--- config.mk ---
export PLATFORM = sky130hd
export DESIGN_NAME = bcd_to_exc3_serial
export DESIGN_NICKNAME = d
export VERILOG_FILES = /design/src/rtl/bcd_to_exc3_serial_pkg.sv /design/src/rtl/bcd_digit_to_exc3.sv /design/src/rtl/bcd_to_exc3_serial.sv
export SDC_FILE = /design/constraint.sdc
export NUM_CORES = 1
export LEC_CHECK = 0
export ABC_AREA = 1
export BUFFER_PORTS_ARGS = -buffer_cell sky130_fd_sc_hd__buf_2
export CORE_ASPECT_RATIO = 1.1
export CORE_UTILIZATION = 30
export DETAILED_ROUTE_END_ITERATION = 7
export PLACE_DENSITY = 0.59
export SYNTH_ARGS = -nofsm -noshare
export SYNTH_HDL_FRONTEND = slang
export SYNTH_HIERARCHICAL = 1
export SYNTH_SLANG_ARGS = --single-unit
--- constraint.sdc ---
create_clock -name clk -period 2 [get_ports clk]
set_clock_uncertainty 0.05 [all_clocks]
set_input_delay 0.1 -clock clk [delete_from_list [all_inputs] [get_ports clk]]
set_output_delay 0.1 -clock clk [all_outputs]
set_load 0.03 [all_outputs]
--- src/rtl/bcd_to_exc3_serial_pkg.sv ---
// ============================================================================
// Module      : bcd_to_exc3_serial_pkg
// Description : Shared state encodings and digit constants for the
//               digit-serial BCD to excess-3 encoder.
// Revision    : 1.0 - initial release
// ============================================================================
`default_nettype none

package bcd_to_exc3_serial_pkg;

    // FSM state encodings
    localparam logic [1:0] ST_IDLE = 2'd0;
    localparam logic [1:0] ST_CONV = 2'd1;
    localparam logic [1:0] ST_DONE = 2'd2;

    // Excess-3 offset added to every digit
    localparam logic [3:0] EXC3_OFFSET = 4'd3;

    // Largest legal BCD digit value
    localparam logic [3:0] BCD_MAX = 4'd9;

endpackage : bcd_to_exc3_serial_pkg

`default_nettype wire

--- src/rtl/bcd_digit_to_exc3.sv ---
// ============================================================================
// Module      : bcd_digit_to_exc3
// Description : Combinational single-digit BCD to excess-3 converter with an
//               invalid-digit flag. Non-BCD inputs still wrap modulo 16.
// Revision    : 1.0 - initial release
// ============================================================================
`default_nettype none

module bcd_digit_to_exc3
    import bcd_to_exc3_serial_pkg::*;
(
    input  logic [3:0] i_digit,
    output logic [3:0] o_exc3,
    output logic       o_invalid
);

    // 4-bit wraparound add and range check
    always_comb begin
        o_exc3    = i_digit + EXC3_OFFSET;
        o_invalid = (i_digit > BCD_MAX);
    end

endmodule : bcd_digit_to_exc3

`default_nettype wire

--- src/rtl/bcd_to_exc3_serial.sv ---
// ============================================================================
// Module      : bcd_to_exc3_serial
// Description : Digit-serial packed-BCD to excess-3 encoder with valid/ready
//               handshakes. One digit is converted per clock through a single
//               shared digit converter selected by the digit counter.
// Revision    : 1.0 - initial release
// ============================================================================
`default_nettype none

module bcd_to_exc3_serial
    import bcd_to_exc3_serial_pkg::*;
#(
    parameter int DIGITS = 4
)(
    input  logic                clk,
    input  logic                rst_n,
    input  logic                in_valid,
    output logic                in_ready,
    input  logic [4*DIGITS-1:0] in_bcd,
    output logic                out_valid,
    input  logic                out_ready,
    output logic [4*DIGITS-1:0] out_exc3,
    output logic                out_err,
    output logic                busy
);

    localparam int c_W  = 4 * DIGITS;
    localparam int c_CW = $clog2(DIGITS + 1);

    localparam logic [c_CW-1:0] c_LAST_CNT = c_CW'(DIGITS - 1);

    logic [1:0]      r_state;
    logic [1:0]      w_next_state;
    logic [c_W-1:0]  r_word;
    logic [c_CW-1:0] r_cnt;
    logic [c_W-1:0]  r_exc3;
    logic            r_err;

    logic [c_CW+1:0] w_shamt;
    logic [c_W-1:0]  w_shifted;
    logic [3:0]      w_digit;
    logic [3:0]      w_exc3_digit;
    logic            w_invalid;
    logic [c_W-1:0]  w_mask;
    logic [c_W-1:0]  w_insert;

    // Select the current digit and build the write mask for its slot
    always_comb begin
        w_shamt   = {r_cnt, 2'b00};
        w_shifted = r_word >> w_shamt;
        w_digit   = w_shifted[3:0];
        w_mask    = c_W'(4'hF) << w_shamt;
        w_insert  = c_W'(w_exc3_digit) << w_shamt;
    end

    bcd_digit_to_exc3 u_digit (
        .i_digit   (w_digit),
        .o_exc3    (w_exc3_digit),
        .o_invalid (w_invalid)
    );

    // State register
    always_ff @(posedge clk or negedge rst_n) begin
        if (!rst_n) begin
            r_state <= ST_IDLE;
        end else begin
            r_state <= w_next_state;
        end
    end

    // Next-state logic
    always_comb begin
        w_next_state = r_state;
        case (r_state)
            ST_IDLE: if (in_valid)            w_next_state = ST_CONV;
            ST_CONV: if (r_cnt == c_LAST_CNT) w_next_state = ST_DONE;
            ST_DONE: if (out_ready)           w_next_state = ST_IDLE;
            default:                          w_next_state = ST_IDLE;
        endcase
    end

    // Handshake and status outputs; in_ready is held low during reset
    always_comb begin
        in_ready  = (r_state == ST_IDLE) && rst_n;
        out_valid = (r_state == ST_DONE);
        busy      = (r_state == ST_CONV) || (r_state == ST_DONE);
    end

    // Word capture, per-digit conversion and error accumulation
    always_ff @(posedge clk or negedge rst_n) begin
        if (!rst_n) begin
            r_word <= '0;
            r_cnt  <= '0;
            r_exc3 <= '0;
            r_err  <= 1'b0;
        end else begin
            case (r_state)
                ST_IDLE: begin
                    if (in_valid) begin
                        r_word <= in_bcd;
                        r_cnt  <= '0;
                        r_err  <= 1'b0;
                    end
                end
                ST_CONV: begin
                    r_exc3 <= (r_exc3 & ~w_mask) | w_insert;
                    r_err  <= r_err | w_invalid;
                    r_cnt  <= r_cnt + c_CW'(1);
                end
                default: begin
                end
            endcase
        end
    end

    assign out_exc3 = r_exc3;
    assign out_err  = r_err;

endmodule : bcd_to_exc3_serial

`default_nettype wire

==> summary by stage <==
Routing
In the final routed layout, each cell accounts on average for 11.1 µm. The number of DRC violations after detailed routing is 0. Once detail routing completed, the nets flagged for antenna violations numbered 0. In this run, the number of DRC markers left after iteration 0 of detailed routing was between 50 and 60.

Before antenna repair, the detailed router went through 4 iterations. The final layout contains routed wiring with a total length of 4020 µm. The total number of vias is 1582. The number of vias per cell is 4.38.

CTS
The number of buffers on the longest clock path is 2. The clock-pin slew on the worst setup and hold paths is about 0.080 ns. The clock latency of the later-clocked register in the worst-skew pair is approximately 0.29 ns. The H-tree was split into 2 levels. In this run, CTS created clock tree buffers numbering 5.

The clock net in this run drives a total of 38 sinks. TritonCTS built the clock tree. The clock root buffer is sky130_fd_sc_hd__clkbuf_8.

Power and ir drop
Dividing total power by cell area gives a power density of 1770 nW/µm². The switching share of power is 48.4%. The share of power burned in registers is between 30% and 40%. The combinational share of power is 57.2%. The internal portion of the total power is 0.00222 W.

The part of the power in the clock network is 12.7%. The power dissipated by switching net loads is 0.00208 W. IR analysis of the VDD net gives a maximum drop of 0.666 mV. The static leakage is 1.29 nW.

GRT
The largest net degree at the start of global routing is 34. The number of global-route vias before repair is 1558. The initial antenna violation count was 0. The wire length of the first global-routing pass is 7020 µm.

After global routing the overflow that remains totals 0. Global routing consumed, over all layers together, between 10% and 20% of the routing resources.

Worst setup path
The worst reg2reg path startpoint is r_cnt[0]. Tracing the worst setup path back leads to its startpoint at r_cnt[0]. The delay contributed by the slowest stage of the critical path is around 0.44 ns.

The buffers plus inverters on the worst setup path is 2. The cell family contributing the most delay on the critical path is compound AO/OA/AOI/OAI gates. The setup check on the worst reg-to-reg path leaves a slack of 0.18 ns.

The type of element capturing the critical path is a register. Data arrives at the worst endpoint at 1.95 ns. The category of the worst setup path launch point is a register.

The critical path goes through buf_4, buf_4, nand2_1, nand3_1, a21oi_1, o21ai_1, nand2_1, nand2_1, nand2_1, o21ai_2. The cell that appears most often on the critical path is sky130_fd_sc_hd__nand2_1. At the worst endpoint, the required time is 2.13 ns. The critical path in this run is classified as reg -> reg. The number of cells on the worst reg-to-reg path is 10.

The largest individual stage delay along the critical path comes from the cell sky130_fd_sc_hd__dfrtp_2. The maximum fanout count along the critical path is 6. The worst flop-to-flop path endpoint is out_exc3[11].

Synthesis
After synthesis the netlist holds a flip-flop and latch count of 38. Of the post-synthesis cell area, the dominant cell type holds 48.5%. The post-synthesis area per instance is approximately 8.7 µm². The count of warnings emitted by yosys is 6. The synthesized design spends more area on one cell type than any other, namely sky130_fd_sc_hd__dfrtp_1. Counting distinct cell types in the post-synthesis netlist gives 18. When the netlist entered floorplanning its net count stood at 256. Yosys attributes the largest share of cell area to sky130_fd_sc_hd__dfrtp_1 48%, sky130_fd_sc_hd__nand2_1 11%, sky130_fd_sc_hd__o21ai_2 7.6%. The mapped cell area is 1960 µm². The number of standard cells after synthesis is roughly 230. After synthesis, flip-flops and latches occupy 48.5% of the total area.

Placement
The post-detailed-placement cell area is 2250 µm². The detailed placement HPWL is between 3000 and 4000 µm. Routability-driven placement finished with a final weighted congestion of ~0.91.

The number of placed instances with taps included is between 300 and 400. The worst slack after detailed placement is roughly 0.12 ns. The count of buffers added on input and output ports is 39.

Flow run
The number of maximum-capacitance violations is 0.

Timing
The number of endpoints with negative hold slack in the final report is 0. The final worst slack is between 0.15 and 0.2 ns. Headroom to the max-slew limit came out at slightly above 70%.

Static timing analysis puts the maximum clock frequency at 0.548 GHz. After layout, the worst path uses 91.2% of the clock period. The worst-margin pin slew is 0.420 ns.

Setup violations remaining at the end of the flow were counted as 0. Subtracting the final worst setup slack from the clock period gives 1.82 ns. The final max-slew violation count is 0.

Final layout
The count of cells in the finished layout, fillers not included, comes to between 300 and 400. The area growth from synthesis to layout is 23.7%. Summing all flip-flop and latch instances after layout gives 953 µm². The finished cells cover 2430 µm². The number of antenna cells inserted is 0. In the final layout, the multi-input gates occupy 837 µm². Of the cells placed in the final design, the portion with a size suffix greater than 1 is between 30% and 40%.

The net count of the finished layout is 311. The filler cell count in the final layout is 683.

Floorplanning
The number of ports placed on the die boundary is 40. The floorplan has 30 rows. The floorplan step defined a die boundary enclosing between 6000 and 7000 µm². Once the floorplan was initialized, standard cells occupied 31.5% of the core.

The floorplan die width is 79.1 µm. The region available for standard cell placement spans 6230 µm². The height of the die is 86.8 µm.

Hold path
The number of cells traversed by the worst hold path is 3. The origin of the worst min-delay path is in_bcd[6]. The tightest min-delay check is of the in -> reg type. The end point of the worst hold path is r_word[6].

Run status
The run finished with clean final reports.
cell families after synthesis:
kind of cell               Yosys count  synth area share (%)
and+or+nand+nor                     92                  20.5
AOI/OAI and AO/OA                   44                  14.5
buffers and inverters               39                  9.06
DFF                                 38                  48.5
adders and majority gates           11                  7.02
xor gates and xnor gates             1                 0.447
metal layers:
layer	vias up	GRT usage [%]	routed length, µm
met5	-	0	0
met1	729	16.7	1920
met3	6	3.16	163
met4	0	4.46	61
li1	813	-	-
met2	34	22.1	1880
cells in the mapped netlist:
library cell / count
sky130_fd_sc_hd__a21oi_1: 20
sky130_fd_sc_hd__ha_1: 11
sky130_fd_sc_hd__buf_6: 4
sky130_fd_sc_hd__nor2_8: 1
sky130_fd_sc_hd__nor2_1: 21
sky130_fd_sc_hd__buf_2: 1
sky130_fd_sc_hd__o21ai_1: 1
sky130_fd_sc_hd__nand2_4: 3
sky130_fd_sc_hd__o21ai_0: 5
sky130_fd_sc_hd__o21ai_2: 17
sky130_fd_sc_hd__dfrtp_1: 38
sky130_fd_sc_hd__o22ai_1: 1
sky130_fd_sc_hd__nand2_1: 55
sky130_fd_sc_hd__inv_2: 4
sky130_fd_sc_hd__nand2_2: 2
sky130_fd_sc_hd__nand3_1: 10
sky130_fd_sc_hd__inv_1: 30
sky130_fd_sc_hd__xnor2_1: 1
cells in the final DEF, fill, tap and decap left out, types with 2 or more instances in the layout:
cell                             n
sky130_fd_sc_hd__o21ai_2        17
sky130_fd_sc_hd__dfrtp_1        36
sky130_fd_sc_hd__nand2_1        55
sky130_fd_sc_hd__ha_1           11
sky130_fd_sc_hd__buf_2          39
sky130_fd_sc_hd__dfrtp_2         2
sky130_fd_sc_hd__dlygate4sd3_1   5
sky130_fd_sc_hd__nand3_1        10
sky130_fd_sc_hd__nand2_2         2
sky130_fd_sc_hd__a21oi_1        19
sky130_fd_sc_hd__inv_1          30
sky130_fd_sc_hd__inv_2           4
sky130_fd_sc_hd__nand2_4         3
sky130_fd_sc_hd__clkbuf_8        6
sky130_fd_sc_hd__buf_4           9
sky130_fd_sc_hd__o21ai_0         5
sky130_fd_sc_hd__nor2_1         21
registers in the layout, indices dropped and copies added (netlist names):
| name | flops |
|---|---|
| out_err | 1 |
| r_word | 16 |
| r_cnt | 3 |
| r_state | 2 |
| out_exc3 | 16 |
area by class of cell:
cell class                      instances  area share [%]
Inverter                               34            5.26
Clock inverter                          2           0.516
Multi-Input combinational cell        148            34.5
Tap cell                               80            4.13
Clock buffer                            6            3.40
Sequential cell                        38            39.3
Timing Repair Buffer                   53            12.9
how the worst max path moves through the flow:
stage | endpoint | cells after the start | slack [ns]
floorplan | out_err | 13 | 0.16
CTS | out_err | 13 | 0.09
global placement | out_err | 12 | 0.18
global route | out_err | 13 | -0.01
detailed placement | out_err | 13 | 0.12
finish | out_exc3[11] | 10 | 0.18
repair_timing:
item / CTS / global route
endpoints found under the setup margin: 0 / 5
gates resized for setup: 0 / 3
buffers inserted: 0 / 3
hold endpoints to repair: 20 / 0
hold buffers: 5 / 0
metrics by stage:
step,total power (W),hold WS [ns],util [%],TNS [ns]
6_report,0.00430,0.00540,38.9,0
5_1_grt,0.00472,0.0104,38.9,-0.0136
4_1_cts,0.00432,0.00104,38.5,0
3_5_place_dp,0.00375,0.0136,36.1,0
3_3_place_gp,0.00371,0.0118,36.1,0
2_1_floorplan,0.00317,-0.246,-,0
power groups by stage:
stage / Sequential [W] / Clock (W) / Combinational [W]
floorplan: 0.00160 / 0 / 0.00157
global placement: 0.00131 / 0 / 0.00240
detailed placement: 0.00132 / 0 / 0.00242
CTS: 0.00131 / 0.000575 / 0.00244
global route: 0.00134 / 0.000602 / 0.00277
finish: 0.00129 / 0.000548 / 0.00246
worst reg2reg max path, cell delays in order (launching register included):
cell,delay [ns]
sky130_fd_sc_hd__dfrtp_2,0.44
sky130_fd_sc_hd__buf_4,0.15
sky130_fd_sc_hd__buf_4,0.14
sky130_fd_sc_hd__nand2_1,0.07
sky130_fd_sc_hd__nand3_1,0.08
sky130_fd_sc_hd__a21oi_1,0.33
sky130_fd_sc_hd__o21ai_1,0.12
sky130_fd_sc_hd__nand2_1,0.08
sky130_fd_sc_hd__nand2_1,0.07
sky130_fd_sc_hd__nand2_1,0.13
sky130_fd_sc_hd__o21ai_2,0.07
No activity file was read; power rests on OpenSTA's default activity.
